**src/rtl/wb_port_arbiter_pkg.sv**
```systemverilog
// rtl/wb_port_arbiter_pkg.sv - shared types and widths for the writeback port arbiter
package wb_port_arbiter_pkg;

  localparam int REG_ADDR_W = 5;
  localparam int DATA_W     = 32;

  typedef enum logic {
    NORMAL = 1'b0,
    FORCE  = 1'b1
  } arb_state_e;

  typedef struct packed {
    logic [REG_ADDR_W-1:0] rd;
    logic [DATA_W-1:0]     data;
  } wb_entry_t;

  // x0 is hardwired to zero, so writes addressed to it carry no information
  function automatic logic rd_writable(input logic [REG_ADDR_W-1:0] rd);
    return rd != '0;
  endfunction

endpackage

```
**src/rtl/wb_result_fifo.sv**
```systemverilog
// rtl/wb_result_fifo.sv - small synchronous result queue with push/pop, full/empty and count
module wb_result_fifo
  import wb_port_arbiter_pkg::*;
#(
  parameter int DEPTH = 2
) (
  input  logic                     clock,
  input  logic                     reset,
  input  logic                     push,
  input  wb_entry_t                push_entry,
  input  logic                     pop,
  output wb_entry_t                pop_entry,
  output logic                     full,
  output logic                     empty,
  output logic [$clog2(DEPTH):0]   count
);

  localparam int PW = $clog2(DEPTH);
  localparam int CW = PW + 1;

  wb_entry_t         mem_q [DEPTH];
  wb_entry_t         mem_d [DEPTH];
  logic [PW-1:0]     wr_ptr_q, wr_ptr_d;
  logic [PW-1:0]     rd_ptr_q, rd_ptr_d;
  logic [CW-1:0]     count_q, count_d;
  logic              push_ok;
  logic              pop_ok;

  assign full      = (count_q == CW'(DEPTH));
  assign empty     = (count_q == '0);
  assign count     = count_q;
  assign pop_entry = mem_q[rd_ptr_q];

  assign push_ok = push && !full;
  assign pop_ok  = pop && !empty;

  // Pointers are power-of-two wide, so plain increment wraps modulo DEPTH
  always_comb begin
    mem_d    = mem_q;
    wr_ptr_d = wr_ptr_q;
    rd_ptr_d = rd_ptr_q;
    count_d  = count_q;
    if (push_ok) begin
      mem_d[wr_ptr_q] = push_entry;
      wr_ptr_d        = wr_ptr_q + PW'(1);
    end
    if (pop_ok) begin
      rd_ptr_d = rd_ptr_q + PW'(1);
    end
    case ({push_ok, pop_ok})
      2'b10:   count_d = count_q + CW'(1);
      2'b01:   count_d = count_q - CW'(1);
      default: count_d = count_q;
    endcase
  end

  always_ff @(posedge clock or posedge reset) begin
    if (reset) begin
      for (int i = 0; i < DEPTH; i++) begin
        mem_q[i] <= '0;
      end
      wr_ptr_q <= '0;
      rd_ptr_q <= '0;
      count_q  <= '0;
    end else begin
      mem_q    <= mem_d;
      wr_ptr_q <= wr_ptr_d;
      rd_ptr_q <= rd_ptr_d;
      count_q  <= count_d;
    end
  end

endmodule

```
**src/rtl/wb_port_arbiter.sv**
```systemverilog
// rtl/wb_port_arbiter.sv - shares the register-file write port between MEM/WB and the MDU; WB_BYPASS_EN enables direct MDU writes when idle
module wb_port_arbiter
  import wb_port_arbiter_pkg::*;
#(
  parameter int FIFO_DEPTH   = 2,
  parameter int STARVE_LIMIT = 4
) (
  input  logic                          clock,
  input  logic                          reset,
  input  logic                          wb_we,
  input  logic [REG_ADDR_W-1:0]         wb_rd,
  input  logic [DATA_W-1:0]             wb_data,
  input  logic                          mdu_valid,
  input  logic [REG_ADDR_W-1:0]         mdu_rd,
  input  logic [DATA_W-1:0]             mdu_data,
  output logic                          mdu_ready,
  output logic                          rf_we,
  output logic [REG_ADDR_W-1:0]         rf_rd,
  output logic [DATA_W-1:0]             rf_wdata,
  output logic                          pipe_stall,
  output logic [$clog2(FIFO_DEPTH):0]   fifo_count
);

  localparam int CW = $clog2(FIFO_DEPTH) + 1;
  localparam int SW = (STARVE_LIMIT > 1) ? $clog2(STARVE_LIMIT) : 1;

  arb_state_e              state_q, state_d;
  logic [SW-1:0]           starve_q, starve_d;
  logic                    rf_we_q, rf_we_d;
  logic [REG_ADDR_W-1:0]   rf_rd_q, rf_rd_d;
  logic [DATA_W-1:0]       rf_wdata_q, rf_wdata_d;
  logic                    pipe_stall_q, pipe_stall_d;

  logic                    pipe_req;
  logic                    bypass;
  logic                    fifo_push;
  logic                    fifo_pop;
  logic                    fifo_full;
  logic                    fifo_empty;
  wb_entry_t               fifo_head;
  wb_entry_t               mdu_entry;

  assign pipe_req  = wb_we && rd_writable(wb_rd);
  assign mdu_ready = (fifo_count != CW'(FIFO_DEPTH));
  assign mdu_entry = '{rd: mdu_rd, data: mdu_data};

  // x0 results complete the handshake but are dropped; bypassed results skip the queue
  assign fifo_push = mdu_valid && mdu_ready && rd_writable(mdu_rd) && !bypass;

  wb_result_fifo #(
    .DEPTH (FIFO_DEPTH)
  ) u_fifo (
    .clock      (clock),
    .reset      (reset),
    .push       (fifo_push),
    .push_entry (mdu_entry),
    .pop        (fifo_pop),
    .pop_entry  (fifo_head),
    .full       (fifo_full),
    .empty      (fifo_empty),
    .count      (fifo_count)
  );

  always_comb begin
    state_d    = state_q;
    starve_d   = starve_q;
    rf_we_d    = 1'b0;
    rf_rd_d    = rf_rd_q;
    rf_wdata_d = rf_wdata_q;
    fifo_pop   = 1'b0;
    bypass     = 1'b0;
    case (state_q)
      NORMAL: begin
        if (pipe_req) begin
          rf_we_d    = 1'b1;
          rf_rd_d    = wb_rd;
          rf_wdata_d = wb_data;
          if (fifo_empty) begin
            starve_d = '0;
          end else if (starve_q == SW'(STARVE_LIMIT - 1)) begin
            state_d  = FORCE;
            starve_d = '0;
          end else begin
            starve_d = starve_q + SW'(1);
          end
        end else if (!fifo_empty) begin
          fifo_pop   = 1'b1;
          rf_we_d    = 1'b1;
          rf_rd_d    = fifo_head.rd;
          rf_wdata_d = fifo_head.data;
          starve_d   = '0;
        end else begin
          starve_d = '0;
`ifdef WB_BYPASS_EN
          if (mdu_valid && rd_writable(mdu_rd)) begin
            bypass     = 1'b1;
            rf_we_d    = 1'b1;
            rf_rd_d    = mdu_rd;
            rf_wdata_d = mdu_data;
          end
`endif
        end
      end
      FORCE: begin
        // FIFO cannot be empty here: entering FORCE required a queued entry
        fifo_pop   = 1'b1;
        rf_we_d    = 1'b1;
        rf_rd_d    = fifo_head.rd;
        rf_wdata_d = fifo_head.data;
        starve_d   = '0;
        state_d    = NORMAL;
      end
      default: begin
        state_d  = NORMAL;
        starve_d = '0;
      end
    endcase
    pipe_stall_d = (state_d == FORCE);
  end

  always_ff @(posedge clock or posedge reset) begin
    if (reset) begin
      state_q      <= NORMAL;
      starve_q     <= '0;
      rf_we_q      <= 1'b0;
      rf_rd_q      <= '0;
      rf_wdata_q   <= '0;
      pipe_stall_q <= 1'b0;
    end else begin
      state_q      <= state_d;
      starve_q     <= starve_d;
      rf_we_q      <= rf_we_d;
      rf_rd_q      <= rf_rd_d;
      rf_wdata_q   <= rf_wdata_d;
      pipe_stall_q <= pipe_stall_d;
    end
  end

  assign rf_we      = rf_we_q;
  assign rf_rd      = rf_rd_q;
  assign rf_wdata   = rf_wdata_q;
  assign pipe_stall = pipe_stall_q;

endmodule

```
**config.mk**
```make
export PLATFORM = sky130hd
export DESIGN_NAME = wb_port_arbiter
export DESIGN_NICKNAME = d
export VERILOG_FILES = /design/src/rtl/wb_port_arbiter_pkg.sv /design/src/rtl/wb_result_fifo.sv /design/src/rtl/wb_port_arbiter.sv
export SDC_FILE = /design/constraint.sdc
export NUM_CORES = 1
export LEC_CHECK = 0
export ABC_AREA = 1
export ABC_CLOCK_PERIOD_IN_PS = 10500
export CORE_MARGIN = 1
export CORE_UTILIZATION = 50
export CTS_BUF_LIST = sky130_fd_sc_hd__clkbuf_4 sky130_fd_sc_hd__clkbuf_8 sky130_fd_sc_hd__clkbuf_16
export DETAILED_ROUTE_END_ITERATION = 12
export PLACE_DENSITY = 0.75
export SYNTH_ARGS = -nofsm -noshare
export SYNTH_HDL_FRONTEND = slang
export SYNTH_SLANG_ARGS = --single-unit
```
**constraint.sdc**
```tcl
create_clock -name clock -period 10.5 [get_ports clock]
set_clock_uncertainty 0.1 [all_clocks]
set_input_delay 3.15 -clock clock [delete_from_list [all_inputs] [get_ports clock]]
set_output_delay 3.15 -clock clock [all_outputs]
set_load 0.01 [all_outputs]
```
* Word level (Yosys, flattened, before mapping) *
Cells that the tools add are included.

word-level totals
  bits in registers = 119
  bits of input ports = 78
  output and inout port bits = 42
  logic and storage cells = 67

operators by class
  add/sub/neg operators = 5
  $lt $le $gt $ge = 3
  eq/ne operators = 6
  multiplexer cells = 26
  bitwise gates (word level) = 3
  reductions and logical operators = 12

operators with widths
  operator                                                               number
  37-bit 2-to-1 mux                                                      4
  74-bit bitwise mux                                                     1
  32-bit 2-to-1 mux                                                      2
  32-bit case mux with 2 select lines                                    1
  37-bit demux with 1-bit select                                         1
  5-bit 2-to-1 mux                                                       2
  5-bit case mux with 2 select lines                                     1
  5-bit nonzero test                                                     2
  2-bit case mux with 2 select lines                                     2
  2-bit == test (second input constant)                                  3
  1-bit logical AND                                                      6
  1-bit 2-to-1 mux                                                       6
  2-bit 2-to-1 mux                                                       3
  1-bit case mux with 2 select lines                                     3
  2-bit by 1-bit adder with 2-bit output (second input constant)         2
  2-bit >= comparator (second input constant)                            2
  1-bit inverter with 2-bit output                                       2
  3-bit != test (second input constant)                                  1
  1-bit adder (second input constant)                                    2
  2-bit by 1-bit == test with 1-bit output (second input constant)       1
  1-bit logical NOT                                                      2
  2-bit logical NOT                                                      1
  2-bit by 1-bit < comparator with 1-bit output (second input constant)  1
  2-bit != test (second input constant)                                  1
  3 further kinds                                                        3

* Longest topological paths before layout *
Gate-level depths: netlist of the first run.

  depth after elaboration = 7
  mapped depth = 9
  depth with buffers taken out = 9

* By module *
A second synthesis of the first run with hierarchy kept.

unflattened totals
  cell total of the unflattened synthesis = 722
  area, all modules = 5871.9 µm²

modules (own cells, without submodules)
  module           times used  cells each  area an instance (µm²)
  wb_result_fifo   1           480         3778.6
  wb_port_arbiter  1           242         2093.3

* Least setup slack after synthesis of the first run *
Ideal clock, no wire load.

  path kind = input -> register
  from = in wb_rd[0]
  to = reg u_fifo.count_q[1], in the netlist u_fifo.count[1]
  setup time = 131 ps
  arrival = 4254 ps
  data required time = 10269 ps
  slack = 6015 ps
  stages on the path = 9
  cell sequence = nor2_2 > nand3_4 > nand3_2 > nand2_1 > inv_1 > ha_1 > a21oi_1 > o21ai_0 > xor2_1

on the way
  longest elaborated chain between the ends = 7
  elaborated cells on any way between the ends = 9

ends and longest elaborated chain
  element                                                                    line                       text
  from (decl)                                                                wb_port_arbiter.sv:11      input logic [REG_ADDR_W-1:0] wb_rd,
  5-bit nonzero test (*)                                                     wb_port_arbiter_pkg.sv:19  return rd != '0;
  1-bit logical AND (*)                                                      wb_port_arbiter.sv:43      assign pipe_req = wb_we && rd_writable(wb_rd);
  1-bit 2-to-1 mux (*)                                                       wb_port_arbiter.sv:74      if (pipe_req) begin
  1-bit case mux with 2 select lines (*)                                     wb_port_arbiter.sv:72      case (state_q)
  1-bit logical AND (*)                                                      wb_result_fifo.sv:35       assign pop_ok = pop && !empty;
  net u_fifo.pop_ok                                                          wb_result_fifo.sv:27       logic pop_ok;
  2-bit by 1-bit == test with 1-bit output or 2-bit == test (tied branches)  wb_result_fifo.sv:50       case ({push_ok, pop_ok})
  2-bit case mux with 2 select lines or 2-bit nonzero test (tied branches)   n/a
  to (signal assigned)                                                       wb_result_fifo.sv:69       count_q <= count_d;
  to (decl)                                                                  wb_result_fifo.sv:25       logic [CW-1:0] count_q, count_d;

Mark *: on every way through the listed nets, which the timed path passes. The rest lies on a longest branch.
A chain may end at the register's enable or synchronous reset.

* Worst setup path after layout of the first run *
  from = in wb_rd[2]
  to = reg u_fifo.count_q[1], in the netlist u_fifo.count[1]

Same word-level chain as after synthesis.

==> metrics, run 1 <==
status finished clean; first-pass GRT wire length 24600 microns; Post-Syn Instances 691; mean routed wirelength per cell 16.0 microns; RSZ-0062 raised after global routing false; CTS Buf Count 17; post-synth top area cell dfrtp_1; Lkg Pwr 3.88 nW; Seq/Total Area, Yosys 51.4%; Hold WS 0.368 ns; boundary pin count 120; post-route DRC violation count 0; CP Max Fanout 42; critical path startpoint category input pin; Max-slew headroom 20.2%; 1st-iter DRT viols 349; Setup Buffers After CTS 0; Post-synth EDFFs 0; Synth top area share 51.4%; final WL 15000 microns; min cycle time layout 5.84 ns; critical path capture point type flip-flop; Final Cycle Share 55.6%; first drt pass iteration count 5; nets@finish 867; Clock Sinks 119; endpoints failing hold 0; Die Y 110 microns; synthesis warning total 0; endpoints failing setup 0; largest net degree at the start of global routing 69; Slew Limit Fails 0; worst-margin pin slew 1.20 ns; clock root buffer clkbuf_16; Setup CP Type input pin to flip-flop; M3 GR Usage 5.16%; die width 110 microns; pwr dens 300 mW/mm^2; Max Clock Freq 0.171 GHz; DP Wirelength 9490 microns; IO Port Bufs 119; total number of vias 5045; Final Util 67.7%; Top FF cell, synth dfrtp_1; layout cell share with drive strength beyond 1 6.38%; CTS tree yes; post-CTS resize count 0; Core ar. 0.0111 sq mm; # hold bufs at CTS 0; synth-to-layout area growth 29.7%; Antenna diodes 0; routing usage on met1 33.6%; Netlist cell types 26; synthesized area 0.00579 sq mm; cell row count 38; Async SR Flop Fraction 100%; synth top area cells dfrtp_1 (51%), nand2_1 (20%), nand3_1 (6.5%); later-pin clock latency in the skew report 0.40 ns; Max IR drop VDD 0.217 mV; post-route ant nets 0; Synth Area per Inst 8.38 sq um; number of vias per cell 5.37; Net Count, Synth 771; Top Usage Layer GRT met2; MaxCap Viol Count 0; H-tree levels 4; Final TNS setup 0 ns; M2 GR Usage 46.2%; total global routing overflow 0; vias in the first global route 5191; GP Congestion 0.824; Synth Register Bits 119; GR Util All Layers 27.1%; clock-pin slew on the worst setup and hold paths 0.05 ns; initial antenna violation count 0; CTS max path bufs 2; min-delay worst type flip-flop to flip-flop; Worst Path Arrival 6.02 ns; Initial Utilization 52.2%; most common cell in the synthesized netlist nand2_1; die area 0.0120 sq mm; Worst Path Required 10.68 ns; top post-synthesis cells by count nand2_1 (310), dfrtp_1 (119), nand3_1 (75)
==> sequential cells by signal, indices dropped and copies added (netlist names) <==
name,count
u_fifo.mem_q,74
rf_wdata,32
rf_rd,5
starve_q,2
u_fifo.count,2
pipe_stall,1
rf_we,1
u_fifo.rd_ptr_q,1
u_fifo.wr_ptr_q,1
==> power breakdown <==
group,total (mW),internal (mW),switching [mW]
clock,0.620,0.425,0.195
combinational,0.782,0.367,0.415
sequential,0.849,0.679,0.170
total,2.25,1.47,0.779
==> per-stage QoR <==
step	power [mW]	cells	setup WS, ns	cell area (sq um)
after detailed placement	1.63	908	4.27	6860
after global routing	2.40	940	4.37	7500
after CTS	2.26	940	4.69	7500
after floorplan	1.33	691	4.09	5790
after global placement	1.59	908	4.42	6860
final	2.25	940	4.66	7500
==> cells in the final DEF (no fill, tap or decap), types with 2 or more instances in the layout <==
cell type,count
nand2_1,310
clkdlybuf4s50_1,118
dfrtp_1,118
nand3_1,75
inv_1,41
mux2i_1,37
nand4_1,37
clkbuf_16,17
nor2_1,5
clkinv_2,5
clkbuf_8,4
bufinv_16,4
nor2_4,3
buf_4,3
nor2_2,2
inv_2,2
nand2_2,2
ha_1,2
clkbuf_4,2
==> per-layer routing <==
metal	wire length [microns]	share of wire, %
met5	0	0
met4	395	2.6
met3	989	6.6
met2	7540	50
met1	6110	41
==> kinds of logic (layout without fill, tap and decap cells) <==
group           after synthesis  count (layout)  synth area share (%)
mux                          37              37                  6.40
compound gates                3               3                 0.367
fa+ha+maj                     2               2                 0.432
simple gates                439             439                  32.7
buf+inv                      89             198                  8.37
flops                       119             119                  51.4
xor+xnor                      2               2                 0.303
==> area by class of cell <==
cell class                      instances  area (sq um)
Clock buffer                           23           495
Timing Repair Buffer                  122          1210
Fill cell                             919          3570
Multi-Input combinational cell        483          2330
Tap cell                              140           175
Inverter                               44           168
Clock inverter                          9           145
Sequential cell                       119          2980
==> worst max-delay path, stage by stage <==
cell and delay (ns):
clkdlybuf4s50_1 0.50, nor2_2 0.07, nand3_4 0.34, nand3_2 0.80
nand2_1 0.32, inv_1 0.08, ha_1 0.34, a21oi_1 0.11
o21ai_0 0.11, xor2_1 0.16
==> worst paths after layout <==
| check | depth (start not counted) | end | start | slack, ns |
|---|---|---|---|---|
| worst max-delay path | 10 | u_fifo.count[1] | wb_rd[2] | 4.66 |
| worst min-delay path | 2 | u_fifo.mem_q[28] | u_fifo.mem_q[28] | 0.37 |
| worst max register to register | 8 | u_fifo.count[1] | pipe_stall | 6.88 |
| worst min register to register | 2 | u_fifo.mem_q[28] | u_fifo.mem_q[28] | 0.37 |
| max in group asynchronous | 3 | rf_rd[1] | reset | 5.91 |
| min in group asynchronous | 2 | u_fifo.mem_q[14] | reset | 3.09 |
(Power assumes the default switching activity.)
==> inputs of run 2 (changes only) <==
--- a/config.mk
+++ b/config.mk
@@ -6,12 +6,12 @@
 export NUM_CORES = 1
 export LEC_CHECK = 0
 export ABC_AREA = 1
-export ABC_CLOCK_PERIOD_IN_PS = 10500
+export ABC_CLOCK_PERIOD_IN_PS = 4800
 export CORE_MARGIN = 1
-export CORE_UTILIZATION = 50
+export CORE_UTILIZATION = 47
 export CTS_BUF_LIST = sky130_fd_sc_hd__clkbuf_4 sky130_fd_sc_hd__clkbuf_8 sky130_fd_sc_hd__clkbuf_16
 export DETAILED_ROUTE_END_ITERATION = 12
-export PLACE_DENSITY = 0.75
+export PLACE_DENSITY = 0.74
 export SYNTH_ARGS = -nofsm -noshare
 export SYNTH_HDL_FRONTEND = slang
 export SYNTH_SLANG_ARGS = --single-unit
==> constraint.sdc (replaced) <==
create_clock -name clock -period 4.8 [get_ports clock]
set_clock_uncertainty 0.1 [all_clocks]
set_input_delay 1.44 -clock clock [delete_from_list [all_inputs] [get_ports clock]]
set_output_delay 1.44 -clock clock [all_outputs]
set_load 0.01 [all_outputs]
==> metrics, run 2 (synthesis results as in run 1) <==
Post-DP Area 0.00691 sq mm; Lkg Pwr 3.84 nW; RSZ-0062 raised after global routing false; post-route DRC violation count 0; fin area 0.00749 sq mm; RR Endpoint rf_rd[3]; P_sw 1.73 mW; boundary pin count 120; Power Internal 3.06 mW; # hold bufs at CTS 0; Initial Utilization 48.2%; synth-to-layout area growth 29.5%; initial antenna violation count 0; Antenna diodes 0; pwr dens 639 mW/mm^2; die area 0.0128 sq mm; most frequent cells in the layout nand2_1 (310), clkdlybuf4s50_1 (118), dfrtp_1 (118); Top reg by flops u_fifo.mem_q; MaxCap Viol Count 0; Setup CP Type input pin to flip-flop; min-delay worst type flip-flop to flip-flop; Worst Path Required 4.98 ns; GR Util All Layers 24.1%; endpoints failing hold 0; clock root buffer clkbuf_16; Critical R2R Launch u_fifo.count[0]; max FFs per register 74; largest net degree at the start of global routing 63; R2R setup slack 1.68 ns; endpoints failing setup 0; fillers 1013; Comb pwr share 35.5%; CTS Buf Count 17; Setup crit start wb_rd[4]; Max-slew headroom 15.5%; Final Cycle Share 68.9%; sequential group share of total power 38.5%; final WL 14800 microns; Die Y 113 microns; layout cell share with drive strength beyond 1 6.72%; Worst Path Arrival 3.48 ns; number of vias per cell 5.31; Max Clock Freq 0.302 GHz; later-pin clock latency in the skew report 0.40 ns; nets@finish 870; post-route ant nets 0; 1st-iter DRT viols 397; GP Congestion 0.816; switching share of total power 36.1%; CTS tree yes; vias in the first global route 4960; Clock Sinks 119; clock-pin slew on the worst setup and hold paths 0.06 ns; Slew Limit Fails 0; H-tree levels 4; clock network power share 26.0%; worst-margin pin slew 1.27 ns; die width 113 microns; total number of vias 5046; CTS max path bufs 2; min cycle time layout 3.31 ns; cell row count 40; Core ar. 0.0120 sq mm; CP Max Fanout 36; hold depth 2; IO Port Bufs 119; post-CTS resize count 0; mean routed wirelength per cell 15.6 microns; Final TNS setup 0 ns; total global routing overflow 0; Worst Hold End u_fifo.mem_q[63]; Setup Buffers After CTS 0; cell count of the worst reg-to-reg path 7; first drt pass iteration count 5; first-pass GRT wire length 24000 microns; critical path startpoint category input pin; critical path capture point type flip-flop; Max IR drop VDD 0.293 mV; DP Wirelength 9040 microns; status finished clean; most common cell after layout, fill and taps aside nand2_1; hold path start u_fifo.mem_q[63]
-- run 2: cell types whose count changed in the layout (fill, tap and decap cells not counted) --
cell | before | now
clkinv_4 | 0 | 2
buf_12 | 0 | 1
clkinv_2 | 5 | 1
clkbuf_8 | 4 | 0
buf_4 | 3 | 5
clkinvlp_4 | 0 | 7
bufinv_16 | 4 | 2
clkbuf_4 | 2 | 1
inv_6 | 0 | 2
-- run 2: power groups by stage --
stage               Sequential [mW]  Clock (mW)  Combinational, mW
floorplan                      1.79           0               1.11
global placement               1.83           0               1.66
detailed placement             1.85           0               1.70
CTS                            1.84        1.26               1.72
global route                   1.90        1.30               1.90
finish                         1.84        1.25               1.70
-- run 2: how the worst max path moves through the flow --
stage	cells after the start	slack (ns)	endpoint
3_5_place_dp	11	1.11	u_fifo.count[1]
2_1_floorplan	1	0.10	pipe_stall
3_3_place_gp	11	1.23	u_fifo.count[1]
4_1_cts	11	1.53	u_fifo.count[1]
6_report	11	1.49	u_fifo.count[1]
5_1_grt	11	1.42	u_fifo.count[1]
-- run 2: layer usage --
metal | GRT usage, % | vias to the layer above | wire, microns | part of all wire (%)
li1 | - | 2409 | - | -
met1 | 29.4 | 2425 | 6220 | 42
met2 | 41.9 | 183 | 7490 | 51
met3 | 4.45 | 29 | 741 | 5.0
met4 | 10.8 | 0 | 341 | 2.3
met5 | 0 | - | 0 | 0
-- run 2: area by class of cell --
| cell class | count | area [sq um] | area share [%] |
|---|---|---|---|
| clock buffer | 18 | 433 | 5.78 |
| clock inverter | 14 | 153 | 2.04 |
| inverter | 44 | 168 | 2.24 |
| multi-input combinational | 483 | 2330 | 31.1 |
| sequential | 119 | 2980 | 39.8 |
| tap | 147 | 184 | 2.45 |
| timing repair buffer | 125 | 1240 | 16.6 |
-- run 2: through the flow --
step	utilization, %	instances	hold WS (ns)	power [mW]	setup slack [ns]
final	62.4	950	0.369	4.79	1.49
after global routing	62.4	950	0.380	5.11	1.42
after CTS	62.4	950	0.372	4.81	1.53
after detailed placement	57.5	918	0.358	3.55	1.11
after global placement	57.5	918	0.353	3.48	1.23
after floorplan	-	691	0.341	2.91	0.103
-- run 2: worst max-delay path, cell delays in order --
cell             delay [ns]
clkdlybuf4s50_1        0.47
inv_1                  0.09
nand3_4                0.09
buf_4                  0.35
nand3_2                0.12
nand2_1                0.12
inv_1                  0.05
ha_1                   0.32
a21oi_1                0.13
o21ai_0                0.13
xor2_1                 0.16
==> inputs of run 3 (changes only) <==
--- a/config.mk
+++ b/config.mk
@@ -6,12 +6,12 @@
 export NUM_CORES = 1
 export LEC_CHECK = 0
 export ABC_AREA = 1
-export ABC_CLOCK_PERIOD_IN_PS = 4800
+export ABC_CLOCK_PERIOD_IN_PS = 3450
 export CORE_MARGIN = 1
-export CORE_UTILIZATION = 47
+export CORE_UTILIZATION = 50
 export CTS_BUF_LIST = sky130_fd_sc_hd__clkbuf_4 sky130_fd_sc_hd__clkbuf_8 sky130_fd_sc_hd__clkbuf_16
 export DETAILED_ROUTE_END_ITERATION = 12
-export PLACE_DENSITY = 0.74
+export PLACE_DENSITY = 0.75
 export SYNTH_ARGS = -nofsm -noshare
 export SYNTH_HDL_FRONTEND = slang
 export SYNTH_SLANG_ARGS = --single-unit
==> constraint.sdc (replaced) <==
create_clock -name clock -period 3.45 [get_ports clock]
set_clock_uncertainty 0.1 [all_clocks]
set_input_delay 1.035 -clock clock [delete_from_list [all_inputs] [get_ports clock]]
set_output_delay 1.035 -clock clock [all_outputs]
set_load 0.01 [all_outputs]
==> metrics, run 3 (synthesis results as in run 1) <==
post-CTS resize count 0; most common cell after layout, fill and taps aside nand2_1; number of vias per cell 5.44; worst slack, placed 0.514 ns; final WL 15500 microns; post-route ant nets 0; first drt pass iteration count 7; Antenna diodes 0; nets@finish 881; boundary pin count 120; IO Port Bufs 119; die width 110 microns; Final Cycle Share 78.6%; Lkg Pwr 3.95 nW; MaxCap Viol Count 0; Slew Limit Fails 0; largest net degree at the start of global routing 51; final cell count without fillers 954; R2R setup slack 1.47 ns; clock-pin slew on the worst setup and hold paths 0.05 ns; clock root buffer clkbuf_16; DP Wirelength 9860 microns; # hold bufs at CTS 0; CTS Buf Count 17; CTS max path bufs 2; CP Max Fanout 5; Critical R2R Launch u_fifo.rd_ptr_q; layout cell share with drive strength beyond 1 7.99%; RSZ-0062 raised after global routing false; hold path start u_fifo.mem_q[6]; Max-slew headroom 20.6%; hold depth 2; mean routed wirelength per cell 16.2 microns; Final Util 69.2%; CTS tree yes; min-delay worst type flip-flop to flip-flop; GR Util All Layers 27.0%; GP Congestion 0.855; critical path capture point type primary output; Core ar. 0.0111 sq mm; Worst Path Required 2.31 ns; later-pin clock latency in the skew report 0.40 ns; pwr dens 908 mW/mm^2; critical path startpoint category flip-flop; max FFs per register 74; Die Y 110 microns; RR Endpoint rf_rd[4]; setup ws final 0.737 ns; Max IR drop VDD 0.450 mV; Worst Hold End u_fifo.mem_q[6]; worst-margin pin slew 1.19 ns; fillers 893; Setup CP Type flip-flop to primary output; Worst Path Arrival 1.58 ns; die area 0.0120 sq mm; Top reg by flops u_fifo.mem_q; H-tree levels 4; synth-to-layout area growth 32.4%; first-pass GRT wire length 24400 microns; most frequent cells in the layout nand2_1 (310), clkdlybuf4s50_1 (118), dfrtp_1 (118); Max Clock Freq 0.369 GHz; status finished clean; initial antenna violation count 0; Setup crit start u_fifo.count[0]; total number of vias 5190; 1st-iter DRT viols 443; vias in the first global route 5037; Setup Buffers After CTS 0; total global routing overflow 0; cell row count 38; Initial Utilization 52.2%; cell count of the worst reg-to-reg path 4; min cycle time layout 2.71 ns; Clock Sinks 119; post-route DRC violation count 0; endpoints failing setup 0; post-layout power 6.96 mW; placed insts 922; Final TNS setup 0 ns; endpoints failing hold 0
## run 3: cell types whose count changed in the layout (fill, tap and decap cells not counted), sizes merged
cell | previous run | this run
clkbuf | 18 | 19
clkinvlp | 7 | 2
clkinv | 3 | 7
buf | 7 | 18
inv | 46 | 43
bufinv | 2 | 5
## run 3: worst max path at each step
stage,to,slack [ns],cells past startpoint
after detailed placement,u_fifo.count[1],0.51,8
after global placement,u_fifo.count[1],0.60,8
after CTS,mdu_ready,0.72,3
after global routing,mdu_ready,0.67,3
after floorplan,pipe_stall,0.86,1
final,mdu_ready,0.74,3
## run 3: area by class of cell
| type | instances | area, sq um | share of cell area (%) |
|---|---|---|---|
| sequential | 119 | 2980 | 38.9 |
| multi-input combinational | 483 | 2330 | 30.4 |
| clock inverter | 13 | 204 | 2.66 |
| inverter | 44 | 169 | 2.20 |
| clock buffer | 19 | 440 | 5.75 |
| tap | 140 | 175 | 2.29 |
| timing repair buffer | 136 | 1360 | 17.8 |
## run 3: metal layers
metal / up-vias / part of all wire [%] / track usage, %
li1: 2431 / - / -
met1: 2540 / 42 / 34.9
met2: 203 / 51 / 46.9
met3: 16 / 5.5 / 4.09
met4: 0 / 1.2 / 7.90
met5: - / 0 / 0
## run 3: critical path, stage by stage, from the launching register on
cell	delay, ns
dfrtp_1	0.47
inv_2	0.09
nand2_1	0.07
clkdlybuf4s50_1	0.54
## run 3: where the power goes
group	internal, mW	switching (mW)	total [mW]
clock network	1.29	0.622	1.92
logic	1.18	1.29	2.46
registers	2.07	0.514	2.58
## run 3: metrics by stage
stage	area (sq um)	hold slack [ns]
4_1_cts	7660	0.372
2_1_floorplan	5790	0.341
5_1_grt	7660	0.385
6_report	7660	0.368
3_5_place_dp	7020	0.358
3_3_place_gp	7020	0.352
